File: config.mk
export PLATFORM = sky130hd
export DESIGN_NAME = alu_regfile_core
export DESIGN_NICKNAME = d
export VERILOG_FILES = /design/src/rtl/alu_regfile_core.sv
export SDC_FILE = /design/constraint.sdc
export NUM_CORES = 1
export LEC_CHECK = 0
export CAP_MARGIN = 20
export CORE_AREA = 2 2 214 216
export CTS_CLUSTER_SIZE = 24
export DETAILED_ROUTE_END_ITERATION = 16
export DIE_AREA = 0 0 216 218
export HOLD_SLACK_MARGIN = 0.02
export SYNTH_ARGS = -nofsm -noshare
export SYNTH_HDL_FRONTEND = slang
export SYNTH_SLANG_ARGS = --single-unit
File: constraint.sdc
create_clock -name clk -period 58.4 [get_ports clk]
set_input_delay 8.76 -clock clk [delete_from_list [all_inputs] [get_ports clk]]
set_output_delay 8.76 -clock clk [all_outputs]
set_load 0.02 [all_outputs]
File: src/rtl/alu_regfile_core.sv
// alu_regfile_core
//
// Datapath core: an 8 x 12-bit register file beside a purely combinational
// 12-bit ALU. The ALU does integer and 12-bit floating-point operations.
// The two halves are not wired together inside this module. An external
// controller routes register reads into the instruction operands. It also
// routes the ALU result back into the write data.
//
// Ports
//   clk          sole clock; register writes happen on its rising edge
//   rst          synchronous active-high clear of all eight registers
//   readAddr1    read port 1 address (asynchronous read)
//   readAddr2    read port 2 address (asynchronous read)
//   writeAddr    write port address
//   dataIn       write data
//   writeEn      write enable, sampled at the rising edge
//   instruction  [26:24] opcode, [23:12] operand A, [11:0] operand B
//   readOut1     contents of register readAddr1
//   readOut2     contents of register readAddr2
//   ALU_output   combinational ALU result
//
// Float format: [11] sign, [10:7] exponent (bias 7), [6:0] fraction with a
// hidden leading one. Exponent 0 is zero. There are no Inf/NaN encodings.
// Results are truncated toward zero. Overflow saturates to the largest
// magnitude, and underflow returns +0.

module alu_regfile_core (
    input  logic        clk,
    input  logic        rst,
    input  logic [2:0]  readAddr1,
    input  logic [2:0]  readAddr2,
    input  logic [2:0]  writeAddr,
    input  logic [11:0] dataIn,
    input  logic        writeEn,
    input  logic [26:0] instruction,
    output logic [11:0] readOut1,
    output logic [11:0] readOut2,
    output logic [11:0] ALU_output
);

    typedef enum logic [2:0] {
        OP_ZERO = 3'b000,
        OP_ADD  = 3'b001,
        OP_SUB  = 3'b010,
        OP_MUL  = 3'b011,
        OP_DIV  = 3'b100,
        OP_FADD = 3'b101,
        OP_FMUL = 3'b110,
        OP_MOD  = 3'b111
    } alu_op_t;

    // ------------------------------------------------------------------
    // Register file
    // ------------------------------------------------------------------
    logic [11:0] regs [8];

    // Reset takes priority over a write on the same edge.
    always_ff @(posedge clk) begin
        if (rst) begin
            for (int i = 0; i < 8; i++) begin
                regs[i] <= 12'h000;
            end
        end else if (writeEn) begin
            regs[writeAddr] <= dataIn;
        end
    end

    // Reads come straight from the array with no write bypass.
    // A read of the register being written shows the old value until the edge.
    assign readOut1 = regs[readAddr1];
    assign readOut2 = regs[readAddr2];

    // ------------------------------------------------------------------
    // Instruction decode
    // ------------------------------------------------------------------
    alu_op_t     op;
    logic [11:0] opnd_a;
    logic [11:0] opnd_b;

    assign op     = alu_op_t'(instruction[26:24]);
    assign opnd_a = instruction[23:12];
    assign opnd_b = instruction[11:0];

    // ------------------------------------------------------------------
    // Integer unit (unsigned, modulo 4096)
    // ------------------------------------------------------------------
    logic [11:0] int_add;
    logic [11:0] int_sub;
    logic [11:0] int_mul;
    logic [11:0] int_div;
    logic [11:0] int_mod;

    assign int_add = opnd_a + opnd_b;
    assign int_sub = opnd_a - opnd_b;
    assign int_mul = opnd_a * opnd_b;
    assign int_div = (opnd_b == 12'h000) ? 12'hFFF : opnd_a / opnd_b;
    assign int_mod = (opnd_b == 12'h000) ? opnd_a : opnd_a % opnd_b;

    // ------------------------------------------------------------------
    // Float operand unpack
    // ------------------------------------------------------------------
    // A zero exponent forces the mantissa to zero, so subnormals flush
    // to zero and a zero operand needs no special case in the adder.
    logic       sign_a;
    logic       sign_b;
    logic [3:0] exp_a;
    logic [3:0] exp_b;
    logic [7:0] mant_a;
    logic [7:0] mant_b;

    assign sign_a = opnd_a[11];
    assign sign_b = opnd_b[11];
    assign exp_a  = opnd_a[10:7];
    assign exp_b  = opnd_b[10:7];
    assign mant_a = (exp_a == 4'd0) ? 8'd0 : {1'b1, opnd_a[6:0]};
    assign mant_b = (exp_b == 4'd0) ? 8'd0 : {1'b1, opnd_b[6:0]};

    // ------------------------------------------------------------------
    // Float add
    // ------------------------------------------------------------------
    logic               a_is_bigger;
    logic               big_sign;
    logic [3:0]         big_exp;
    logic [3:0]         small_exp;
    logic [7:0]         big_mant;
    logic [7:0]         small_mant;

    // Put the larger magnitude on the "big" side.
    // {exponent, mantissa} orders magnitudes correctly because zeros carry
    // exponent 0 and mantissa 0. On a tie, operand A is taken as the
    // larger one; a tie only matters for subtraction, and it gives zero.
    always_comb begin
        a_is_bigger = ({exp_a, mant_a} >= {exp_b, mant_b});
        if (a_is_bigger) begin
            big_sign   = sign_a;
            big_exp    = exp_a;
            big_mant   = mant_a;
            small_exp  = exp_b;
            small_mant = mant_b;
        end else begin
            big_sign   = sign_b;
            big_exp    = exp_b;
            big_mant   = mant_b;
            small_exp  = exp_a;
            small_mant = mant_a;
        end
    end

    logic [3:0]         exp_diff;
    logic [23:0]        fadd_sum;
    logic [4:0]         lead_pos;
    logic signed [6:0]  fadd_exp;
    logic [6:0]         fadd_frac;
    logic [11:0]        fadd_result;

    // Align by shifting the larger operand left instead of shifting the
    // smaller one right. No bits are lost this way, so the sum is exact.
    // Truncating once during normalisation then rounds the true result
    // toward zero. This matters for subtraction: discarding the smaller
    // operand's low bits first would round the wrong way.
    // The sum's scale is the smaller exponent, with 14 fraction bits in all.
    always_comb begin
        exp_diff = big_exp - small_exp;
        if (sign_a ^ sign_b) begin
            fadd_sum = ({16'd0, big_mant} << exp_diff) - {16'd0, small_mant};
        end else begin
            fadd_sum = ({16'd0, big_mant} << exp_diff) + {16'd0, small_mant};
        end

        lead_pos = 5'd0;
        for (int i = 0; i < 24; i++) begin
            if (fadd_sum[i]) begin
                lead_pos = 5'(i);
            end
        end

        // Put the leading one at bit 7 and keep the 7 bits below it.
        if (lead_pos >= 5'd7) begin
            fadd_frac = 7'(fadd_sum >> (lead_pos - 5'd7));
        end else begin
            fadd_frac = 7'(fadd_sum << (5'd7 - lead_pos));
        end

        fadd_exp = $signed({2'b00, lead_pos}) + $signed({3'b000, small_exp}) - 7'sd7;

        if (fadd_sum == 24'd0) begin
            fadd_result = 12'h000;
        end else if (fadd_exp > 7'sd15) begin
            fadd_result = {big_sign, 4'hF, 7'h7F};
        end else if (fadd_exp < 7'sd1) begin
            fadd_result = 12'h000;
        end else begin
            fadd_result = {big_sign, fadd_exp[3:0], fadd_frac};
        end
    end

    // ------------------------------------------------------------------
    // Float multiply
    // ------------------------------------------------------------------
    logic [15:0]        fmul_prod;
    logic signed [6:0]  fmul_exp;
    logic [6:0]         fmul_frac;
    logic [11:0]        fmul_result;

    // The product of two 1.7 mantissas lies in [1,4).
    // Bit 15 of the product says whether one extra normalising shift is
    // needed. Both biases add in, so one bias is taken back out.
    always_comb begin
        fmul_prod = {8'd0, mant_a} * {8'd0, mant_b};
        if (fmul_prod[15]) begin
            fmul_frac = 7'(fmul_prod >> 8);
            fmul_exp  = $signed({3'b000, exp_a}) + $signed({3'b000, exp_b}) - 7'sd6;
        end else begin
            fmul_frac = 7'(fmul_prod >> 7);
            fmul_exp  = $signed({3'b000, exp_a}) + $signed({3'b000, exp_b}) - 7'sd7;
        end

        if ((exp_a == 4'd0) || (exp_b == 4'd0)) begin
            fmul_result = 12'h000;
        end else if (fmul_exp > 7'sd15) begin
            fmul_result = {sign_a ^ sign_b, 4'hF, 7'h7F};
        end else if (fmul_exp < 7'sd1) begin
            fmul_result = 12'h000;
        end else begin
            fmul_result = {sign_a ^ sign_b, fmul_exp[3:0], fmul_frac};
        end
    end

    // ------------------------------------------------------------------
    // Result select
    // ------------------------------------------------------------------
    always_comb begin
        ALU_output = 12'h000;
        case (op)
            OP_ZERO: ALU_output = 12'h000;
            OP_ADD:  ALU_output = int_add;
            OP_SUB:  ALU_output = int_sub;
            OP_MUL:  ALU_output = int_mul;
            OP_DIV:  ALU_output = int_div;
            OP_FADD: ALU_output = fadd_result;
            OP_FMUL: ALU_output = fmul_result;
            OP_MOD:  ALU_output = int_mod;
            default: ALU_output = 12'h000;
        endcase
    end

endmodule

; Yosys cells after proc, flatten, opt, wreduce, memory -nomap -nowiden
; Memory sizes are Yosys's and may differ from the RTL's.
; Index checks and enable logic that the tools add are counted.
[totals]
memories = 1
mem_bits_ro = 0
regBits = 0
out_inout_bits = 36
in_bits = 51
latch_bits = 0
ram_bits = 96
[memory_table]
columns = memory, words, word_bits, read_ports, rd_ports_with_merged_regs, write_ports, line
row1 = regs, 8, 12, 2, 0, 8, 55  ; logic [11:0] regs [8];
[classes]
n_lt_le_gt_ge = 6
div = 2
bitwise = 1
reduce_logical = 7
n_mul = 2
add_sub_neg = 12
n_eq_ne = 7
shift = 3
muxes = 51
[op_table]
columns = op, count
row1 = two-way mux 5 bit, 22
row2 = two-way mux 12 bit, 9
row3 = case mux 12 bit (8 select lines), 1
row4 = two-way mux 8 bit, 4
row5 = adder 24 x 8 -> 24 bit, 1
row6 = zero test 24 bit, 1
row7 = two-way mux 24 bit, 1
row8 = << shifter 24 x 5 -> 7 bit, 1
row9 = << shifter 8 x 4 -> 24 bit, 1
row10 = >> shifter 24 x 5 -> 7 bit, 1
row11 = subtractor 24 x 8 -> 24 bit, 1
row12 = two-way mux 7 bit, 3
row13 = multiplier 8 x 8 -> 16 bit, 1
row14 = > comparator 7 x 5 -> 1 bit (second input constant), 2
row15 = less-than comparator 7 x 2 -> 1 bit (second input constant), 2
row16 = adder 12 bit, 1
row17 = divider 12 x 12 -> 12 bit, 1
row18 = equality test 3 bit (second input constant), 4
row19 = greater-or-equal comparator 12 bit, 1
row20 = zero test 12 bit, 1
row21 = remainder unit 12 x 12 -> 12 bit, 1
row22 = multiplier 12 x 12 -> 12 bit, 1
row23 = OR reduction 12 bit, 1
row24 = subtractor 12 bit, 1
row25 = other kinds (18), 28

; Longest topological paths before layout
; Gate-level depths: netlist of run 1.
[logic_depth]
ltp_word = 38
mapped_depth = 100
depth_no_buf = 94

; Worst setup path after synthesis of run 1
; OpenSTA, ideal clock, no wires.
[synth_path]
path_kind = input port to output port
start = input instruction[11]
end = output ALU_output[10]
arrival_time_ps = 28065
cell_stages = 92
n_path_buf = 8
required_ps = 49640
path_slack_ps = 21575
cell_sequence = buf_2 -> or3_1 -> clkbuf_1 -> nor4_2 -> a21oi_1 -> a21oi_1 -> ha_1 -> o21ai_0 -> nand2b_1 -> nand3_1 -> mux2_2 -> ha_1 -> o21a_1 -> o211a_2 -> mux2i_1 -> ha_1 -> o21a_1 -> o21a_1 -> [... 56 more ...] -> nand2b_1 -> a211o_1 -> a31oi_1 -> clkbuf_1 -> o21ai_0 -> ha_1 -> a21o_1 -> a21o_1 -> a21oi_1 -> nand2_1 -> a21o_1 -> a21o_1 -> a31o_2 -> buf_1 -> nor3_1 -> a211oi_1 -> o21a_1 -> o21ai_0
[synth_between]
elab_chain_cells = 32
elab_cells_between_ends = 39
[synth_lines]
columns = item, line
row1 = start: declaration, 35  ; input logic [26:0] instruction,
row2 = "parallel branches: the longest is 31 deep, another holds remainder unit 12 x 12 -> 12 bit", --
row3 = case mux 12 bit (8 select lines) *, 234  ; case (op)
row4 = end: declaration, 38  ; output logic [11:0] ALU_output
; Mark *: on every way between the ends.

; Worst setup path after layout of run 1
[layout_path]
start = input instruction[4]
end = output ALU_output[0]
[layout_between]
elab_chain_cells = 37
elab_cells_between_ends = 62
[layout_lines]
columns = item, line
row1 = "parallel branches: the longest is 36 deep, another holds remainder unit 12 x 12 -> 12 bit", --
row2 = case mux 12 bit (8 select lines) *, 234
; Marked as above.

==> impl_metrics.toml, run 1 <==
[drt]
drc = 0
avgRoutedWirePerCell_um = 21.2
firstDrtPassIters = 6
drt_first_iter_violations = 1629
routed_wl_mm = 64.2
vias_per_cell = 6.05
ant_nets = 0
vias = 18400

[setup_path]
critPathLaunchType = "input port"
critPathKind = "in2out"
arrival_ps = 32180
endpoint_kind = "output pin"
critPathMostFrequentCell = "o21a_1"
max_stage_delay_ps = 790
critPathMaxFanout = 14
critPathRequiredTime_ps = 49640
slowest_stage = "clkdlybuf4s50_1"

[clocking]
clockBufferDepth = 2
cts-buffers-inserted = 9
cts.sinks = 96
h-tree-depth = 3
cts_root_buf = "clkbuf_16"
post_cts_buffers = 0
cts_tree = "built"
cts_hold_buffers = 0
cts_resized = 0
path_clk_slew_ps = 70

[logic_synthesis]
synth_seq_area_share = 0.145
ys_ff_latch = 96
synth_edf_count = 96
netlist_area_um2 = 19900
synth_flop_cell = "edfxtp_1"
yosys.cell_types.count = 107
ys_async_sr_fraction = 0
yosysWarnings = 0
synth_cells = 2411
avgSynthCellArea_um2 = 8.26
syn_nets = 2760

[sta]
slew_violations = 0
rsz0062_at_grt = "false"
fmax_mhz = 24.4
holdWs_ps = 9240
setup_viol = 0
finalCritPeriodShare = 0.701
worstMarginPinSlew_ps = 1070
finalHoldViolCount = 0
setup-tns-final_ps = 0
finalCriticalPeriod_ps = 40940
relSlewSlack = 0.286

[place]
hpwl_mm = 50.2
place_area_um2 = 21300
place.gp.congestion = 0.960
numPortBuffers = 86

[global_routing]
grt_pass1_wl_mm = 101
grt_antenna_before_repair = 1
grt_pass1_vias = 17900
grt_max_degree = 38
grtUsageTotal = 0.269
globalRouteOverflowTotal = 0

[floorplanning]
start_util = 0.444
dieWidth_um = 216
ioPinCount = 87
core_um2 = 44900
die_area_um2 = 47100
fp.dieH_um = 218
std_cell_rows = 78

[layout]
final_nets = 2775
syn2layout_area_growth_pct = 8.71
largest_reg_flops = 96
postLayoutCoreUtil = 0.482
drive_gt1_frac = 0.0926
reg_top3 = "regs: 96 flops"
finalInstanceArea_um2 = 21700
regMostFlops = "regs"

[pwr]
power.density_nw_per_um2 = 36.5
vdd_drop_max_mv = 0.0274
p_leak_nw = 9.35

[min_path]
min_path_type = "in2reg"

[run_status]
status = "complete, no violations"

[flow_run]
drv_cap = 0
-- worst paths after layout --
check / end / cells after the start / slack, ps / startpoint
max: ALU_output[0] / 88 / 17460 / instruction[4]
min: regs[2][0] / 2 / 9240 / dataIn[0]
-- cell usage after synthesis, drive strengths merged, types with 8 or more instances --
master,number,area share
nand2,242,0.046
nor2,223,0.042
ha,219,0.14
inv,200,0.038
and2,122,0.039
o21ai,118,0.030
a21oi,117,0.030
edfxtp,96,0.14
clkbuf,89,0.017
fa,79,0.079
nor3,78,0.021
xnor2,75,0.034
mux2i,56,0.028
mux4,55,0.062
mux2,44,0.025
o21a,44,0.017
a21o,41,0.015
nand3,39,0.010
xor2,36,0.016
nand2b,35,0.011
buf,33,0.0089
a211oi,30,0.013
a31oi,28,0.0088
o211ai,24,0.0093
nor2b,23,0.0072
or2,21,0.0066
nand4,19,0.0060
a21boi,16,0.0060
and3,15,0.0047
o31ai,15,0.0059
or3,14,0.0044
o2111ai,11,0.0058
a211o,9,0.0040
nor4,9,0.0035
o21bai,9,0.0034
a2111oi,8,0.0048
-- routing by layer --
layer | vias up | global-route usage | part of all wire
li1 | 8684 | - | -
met1 | 8941 | 0.368 | 0.45
met2 | 634 | 0.458 | 0.47
met3 | 96 | 0.0289 | 0.057
met4 | 0 | 0.0603 | 0.023
met5 | - | 0 | 0
-- cell usage in the layout, fill, tap and decap left out, types with 35 or more instances in the layout --
cell / count
buf_4: 39
and2_1: 120
o21ai_0: 112
mux4_2: 54
clkdlybuf4s50_1: 84
nand3_1: 38
fa_1: 79
o21a_1: 44
ha_1: 219
xnor2_1: 72
xor2_1: 35
edfxtp_1: 96
mux2i_1: 56
nor2_1: 221
a21oi_1: 115
inv_1: 199
nor3_1: 74
nand2b_1: 35
mux2_2: 44
nand2_1: 241
a21o_1: 41
-- stage by stage --
step	setup slack [ps]	std cells	total power, W
after floorplan	21580	2411	0.000550
after global placement	18590	3014	0.000712
after detailed placement	17930	3014	0.000720
after CTS	17790	3030	0.000782
after global routing	15620	3032	0.000852
final	17460	3032	0.000790
-- layout make-up --
cell class / count / area [um2]
multi-input combinational: 1992 / 15800
clock buffer: 9 / 225
inverter: 201 / 754
clock inverter: 7 / 71.3
antenna: 1 / 2.50
fill: 4400 / 23200
sequential: 96 / 2880
timing repair buffer: 126 / 1160
tap: 600 / 751
-- logic make-up (layout without fill, tap and decap cells) --
family                   after synthesis  in the layout  synth area share
AND/OR/NAND/NOR                      869            869             0.213
AO/OA/AOI/OAI                        559            559             0.195
buffers and inverters                323            343            0.0636
adder cells (fa/ha/maj)              298            298             0.217
multiplexers                         155            155             0.115
XOR/XNOR                             111            111            0.0505
flip-flops                            96             96             0.145
other                                  0              1                 0
-- power by group --
| part | internal, W | switching (W) | leakage [nW] |
|---|---|---|---|
| clock network | 0.0000332 | 0.0000262 | 0.141 |
| logic | 0.000250 | 0.000398 | 8.29 |
| registers | 0.0000802 | 0.00000195 | 0.920 |
-- worst max-delay path, delay by kind of cell --
| kind | cells | cell delay, ps |
|---|---|---|
| AO/OA/AOI/OAI | 55 | 13660 |
| adder cells (fa/ha/maj) | 11 | 3350 |
| buffers and inverters | 3 | 1600 |
| multiplexers | 5 | 1710 |
| AND/OR/NAND/NOR | 14 | 3100 |
No activity file was read; power rests on OpenSTA's default activity.
==> run 2, diff against run 1 <==
Clock period 58.4 ns to 37.4 ns, I/O delays scaled along.
==> run 2 against run 1 <==
Effect of this change: sequential share of layout area hardly changed; via count is 0.44% lower; non-clock buffer count is 1 lower; power is 57% higher; worst setup slack worse by 15000 ps; largest cell class unchanged.
==> impl_metrics.toml, run 2 (synthesis results as in run 1) <==
[clocking]
cts_root_buf = "clkbuf_16"
h-tree-depth = 3
cts.sinks = 96
cts_resized = 0
post_cts_buffers = 0
cts_tree = "built"
clockBufferDepth = 2
path_clk_slew_ps = 70
cts_hold_buffers = 0
cts-buffers-inserted = 9

[floorplanning]
core_um2 = 44900
fp.dieH_um = 218
die_area_um2 = 47100
start_util = 0.444
std_cell_rows = 78
dieWidth_um = 216
ioPinCount = 87

[pwr]
p_leak_nw = 9.35
power.internal_w = 0.000574
p_seq_frac = 0.104
vdd_drop_max_mv = 0.0392
swShare = 0.536
power.density_nw_per_um2 = 57.1
clock_power_share = 0.081
p_comb_frac = 0.816
p_sw_w = 0.000663

[sta]
fmax_mhz = 28.8
relSlewSlack = 0.258
setup_viol = 0
slew_violations = 0
finalCritPeriodShare = 0.928
rsz0062_at_grt = "false"
setup-tns-final_ps = 0
finalCriticalPeriod_ps = 34700
worstMarginPinSlew_ps = 1110
finalHoldViolCount = 0

[layout]
regMostFlops = "regs"
final_cell_mix = "nand2_1 (241), nor2_1 (221), ha_1 (219)"
finalInstanceArea_um2 = 21700
postLayoutCoreUtil = 0.483
reg_top3 = "regs: 96 flops"
final_nets = 2774
largest_reg_flops = 96
final_common_cell = "nand2_1"
fillCellCount = 4338
ff_latch_area_um2 = 2880
layoutNonFillerInstCount = 3031
multi_input_comb_area_um2 = 15800
drive_gt1_frac = 0.0926
syn2layout_area_growth_pct = 8.79

[setup_path]
max_stage_delay_ps = 820
crit_buf_inv = 3
critPathRequiredTime_ps = 31790
critPathLaunchType = "input port"
crit_family = "compound AO/OA/AOI/OAI gates"
critPathMostFrequentCell = "o21a_1"
endpoint_kind = "output pin"
critPathMaxFanout = 14
critPathKind = "in2out"
arrival_ps = 29090
slowest_stage = "a41oi_1"

[global_routing]
grt_pass1_vias = 18200
globalRouteOverflowTotal = 0
grtUsageTotal = 0.272
grt_max_degree = 38
grt_antenna_before_repair = 1
grt_pass1_wl_mm = 102

[drt]
ant_nets = 0
routed_wl_mm = 64.6
firstDrtPassIters = 6
vias_per_cell = 6.03
drt_first_iter_violations = 1690
avgRoutedWirePerCell_um = 21.3
drc = 0
vias = 18300

[place]
place.gp.congestion = 0.960
hpwl_mm = 50.4
place_area_um2 = 21300
numPortBuffers = 86
dp.cells = 3013

[flow_run]
drv_cap = 0

[run_status]
status = "complete, no violations"

[min_path]
min_path_type = "in2reg"
-- run 2: per-stage QoR --
stage          worst slack [ps]  power [W]  hold WS (ps)
2_1_floorplan              6880   0.000859          5810
3_3_place_gp               3850    0.00111          6440
3_5_place_dp               3290    0.00112          6450
4_1_cts                    3140    0.00123          6090
5_1_grt                    1040    0.00134          6100
6_report                   2700    0.00124          6090
-- run 2: power by group through the flow --
stage	registers [W]	clock network (W)	logic (W)
floorplan	0.000129	0	0.000730
global placement	0.000130	0	0.000981
detailed placement	0.000131	0	0.000991
CTS	0.000128	0.000101	0.000997
global route	0.000129	0.000105	0.00111
finish	0.000128	0.0000999	0.00101
-- run 2: area by class of cell --
class | instances | share of cell area
clock buffers | 10 | 0.0106
inverters | 201 | 0.0348
diodes | 1 | 0.000115
clock inverters | 6 | 0.00427
well taps | 600 | 0.0346
multi-input cells | 1992 | 0.729
repair buffers | 125 | 0.0531
flip-flops and latches | 96 | 0.133
-- run 2: layer usage --
layer,part of all wire,track usage
met1,0.45,0.375
met2,0.47,0.461
met3,0.054,0.0318
met4,0.019,0.0559
met5,0,0
-- run 2: worst paths after layout --
path	startpoint	endpoint	depth (start not counted)
max	instruction[4]	ALU_output[1]	88
min	dataIn[0]	regs[2][0]	2
==> run 3, diff against run 2 <==
Settings changed: CTS_BUF_LIST set to sky130_fd_sc_hd__clkbuf_2, CTS_CLUSTER_SIZE 24 to unset.
==> run 3 against run 2 <==
Effect of this change: global-route usage down 0.068 points; power down 3.2%; count of clock-buffer cells in the layout unchanged; critical path depth down 1; sequential share of layout area up 0.11 points; utilization down 0.40 points; clock power down 41%; non-clock buffer count unchanged; combinational power about the same; sequential cell count unchanged; critical path type unchanged.
==> impl_metrics.toml, run 3 (synthesis results as in run 1) <==
[drt]
firstDrtPassIters = 5
vias = 18300
routed_wl_mm = 64.5
ant_nets = 0
vias_per_cell = 6.03
avgRoutedWirePerCell_um = 21.3
drt_first_iter_violations = 1598
drc = 0

[clocking]
cts-buffers-inserted = 9
cts_hold_buffers = 0
cts_tree = "built"
clockBufferDepth = 2
cts.sinks = 96
post_cts_buffers = 0
h-tree-depth = 3
cts_resized = 0
cts_root_buf = "clkbuf_2"
path_clk_slew_ps = 290

[floorplanning]
std_cell_rows = 78
start_util = 0.444
dieWidth_um = 216
die_area_um2 = 47100
fp.dieH_um = 218
ioPinCount = 87
core_um2 = 44900

[layout]
multi_input_comb_area_um2 = 15800
postLayoutCoreUtil = 0.479
fillCellCount = 4357
final_cell_mix = "nand2_1 (241), nor2_1 (221), ha_1 (219)"
drive_gt1_frac = 0.0930
largest_reg_flops = 96
layoutNonFillerInstCount = 3031
final_nets = 2774
regMostFlops = "regs"
ff_latch_area_um2 = 2880
syn2layout_area_growth_pct = 7.90
reg_top3 = "regs: 96 flops"
final_common_cell = "nand2_1"

[sta]
rsz0062_at_grt = "false"
setup-tns-final_ps = 0
fmax_mhz = 28.8
finalCritPeriodShare = 0.927
slew_violations = 0
finalCriticalPeriod_ps = 34680
setup_viol = 0
worstMarginPinSlew_ps = 1090
finalHoldViolCount = 0
relSlewSlack = 0.269

[setup_path]
endpoint_kind = "output pin"
critPathKind = "in2out"
arrival_ps = 29070
critPathRequiredTime_ps = 31790
slowest_stage = "a41oi_1"
critPathMostFrequentCell = "o21a_1"
max_stage_delay_ps = 820
critPathMaxFanout = 14
critPathLaunchType = "input port"

[run_status]
status = "complete, no violations"

[pwr]
p_leak_nw = 9.28
power.density_nw_per_um2 = 55.7
vdd_drop_max_mv = 0.0395

[global_routing]
grt_pass1_vias = 18100
grt_max_degree = 38
globalRouteOverflowTotal = 0
grt_antenna_before_repair = 1
grtUsageTotal = 0.272
grt_pass1_wl_mm = 102

[flow_run]
drv_cap = 0

[place]
place.gp.congestion = 0.960
dp.cells = 3013
numPortBuffers = 86
hpwl_mm = 50.4

[min_path]
min_path_type = "in2reg"
==> run 3: cell counts in the layout (fill, tap and decap cells not counted) <==
Identical to the previous run, type by type.
==> run 3: critical path: cells and delay by family <==
kind	cells	cell delay, ps
AOI/OAI and AO/OA	51	12320
and+or+nand+nor	16	3730
adders and majority gates	11	3560
muxes	6	2250
buffers and inverters	3	1580
==> run 3: worst paths after layout <==
check                     startpoint            end  slack, ps  cells after the start
worst max-delay path  instruction[4]  ALU_output[1]       2720                     87
worst min-delay path       dataIn[6]     regs[5][6]       5840                      2
==> run 3: final cells by class <==
class | instances | area share
Antenna cell | 1 | 0.000116
Clock buffer | 10 | 0.00233
Clock inverter | 6 | 0.00431
Inverter | 201 | 0.0351
Multi-Input combinational cell | 1992 | 0.736
Sequential cell | 96 | 0.134
Tap cell | 600 | 0.0349
Timing Repair Buffer | 125 | 0.0536
==> run 3: layer usage <==
layer	vias up	track usage	routed length, um
li1	8677	-	-
met1	8885	0.375	29200
met2	623	0.461	30500
met3	81	0.0303	3570
met4	0	0.0553	1160
met5	-	0	0
==> run 3: report_power, final <==
part	internal (W)	total (W)	switching [W]
sequential	0.000125	0.000128	0.00000300
combinational	0.000390	0.00101	0.000620
clock	0.0000227	0.0000592	0.0000365
total	0.000538	0.00120	0.000660
==> run 3: metrics by stage <==
step | setup slack (ps) | hold WS (ps) | total power, W | instance area, um2
after global placement | 3850 | 6440 | 0.00111 | 21300
after floorplan | 6880 | 5810 | 0.000859 | 19900
final | 2720 | 5840 | 0.00120 | 21500
after CTS | 3140 | 5810 | 0.00118 | 21500
after detailed placement | 3290 | 6450 | 0.00112 | 21300
after global routing | 1040 | 5810 | 0.00130 | 21500
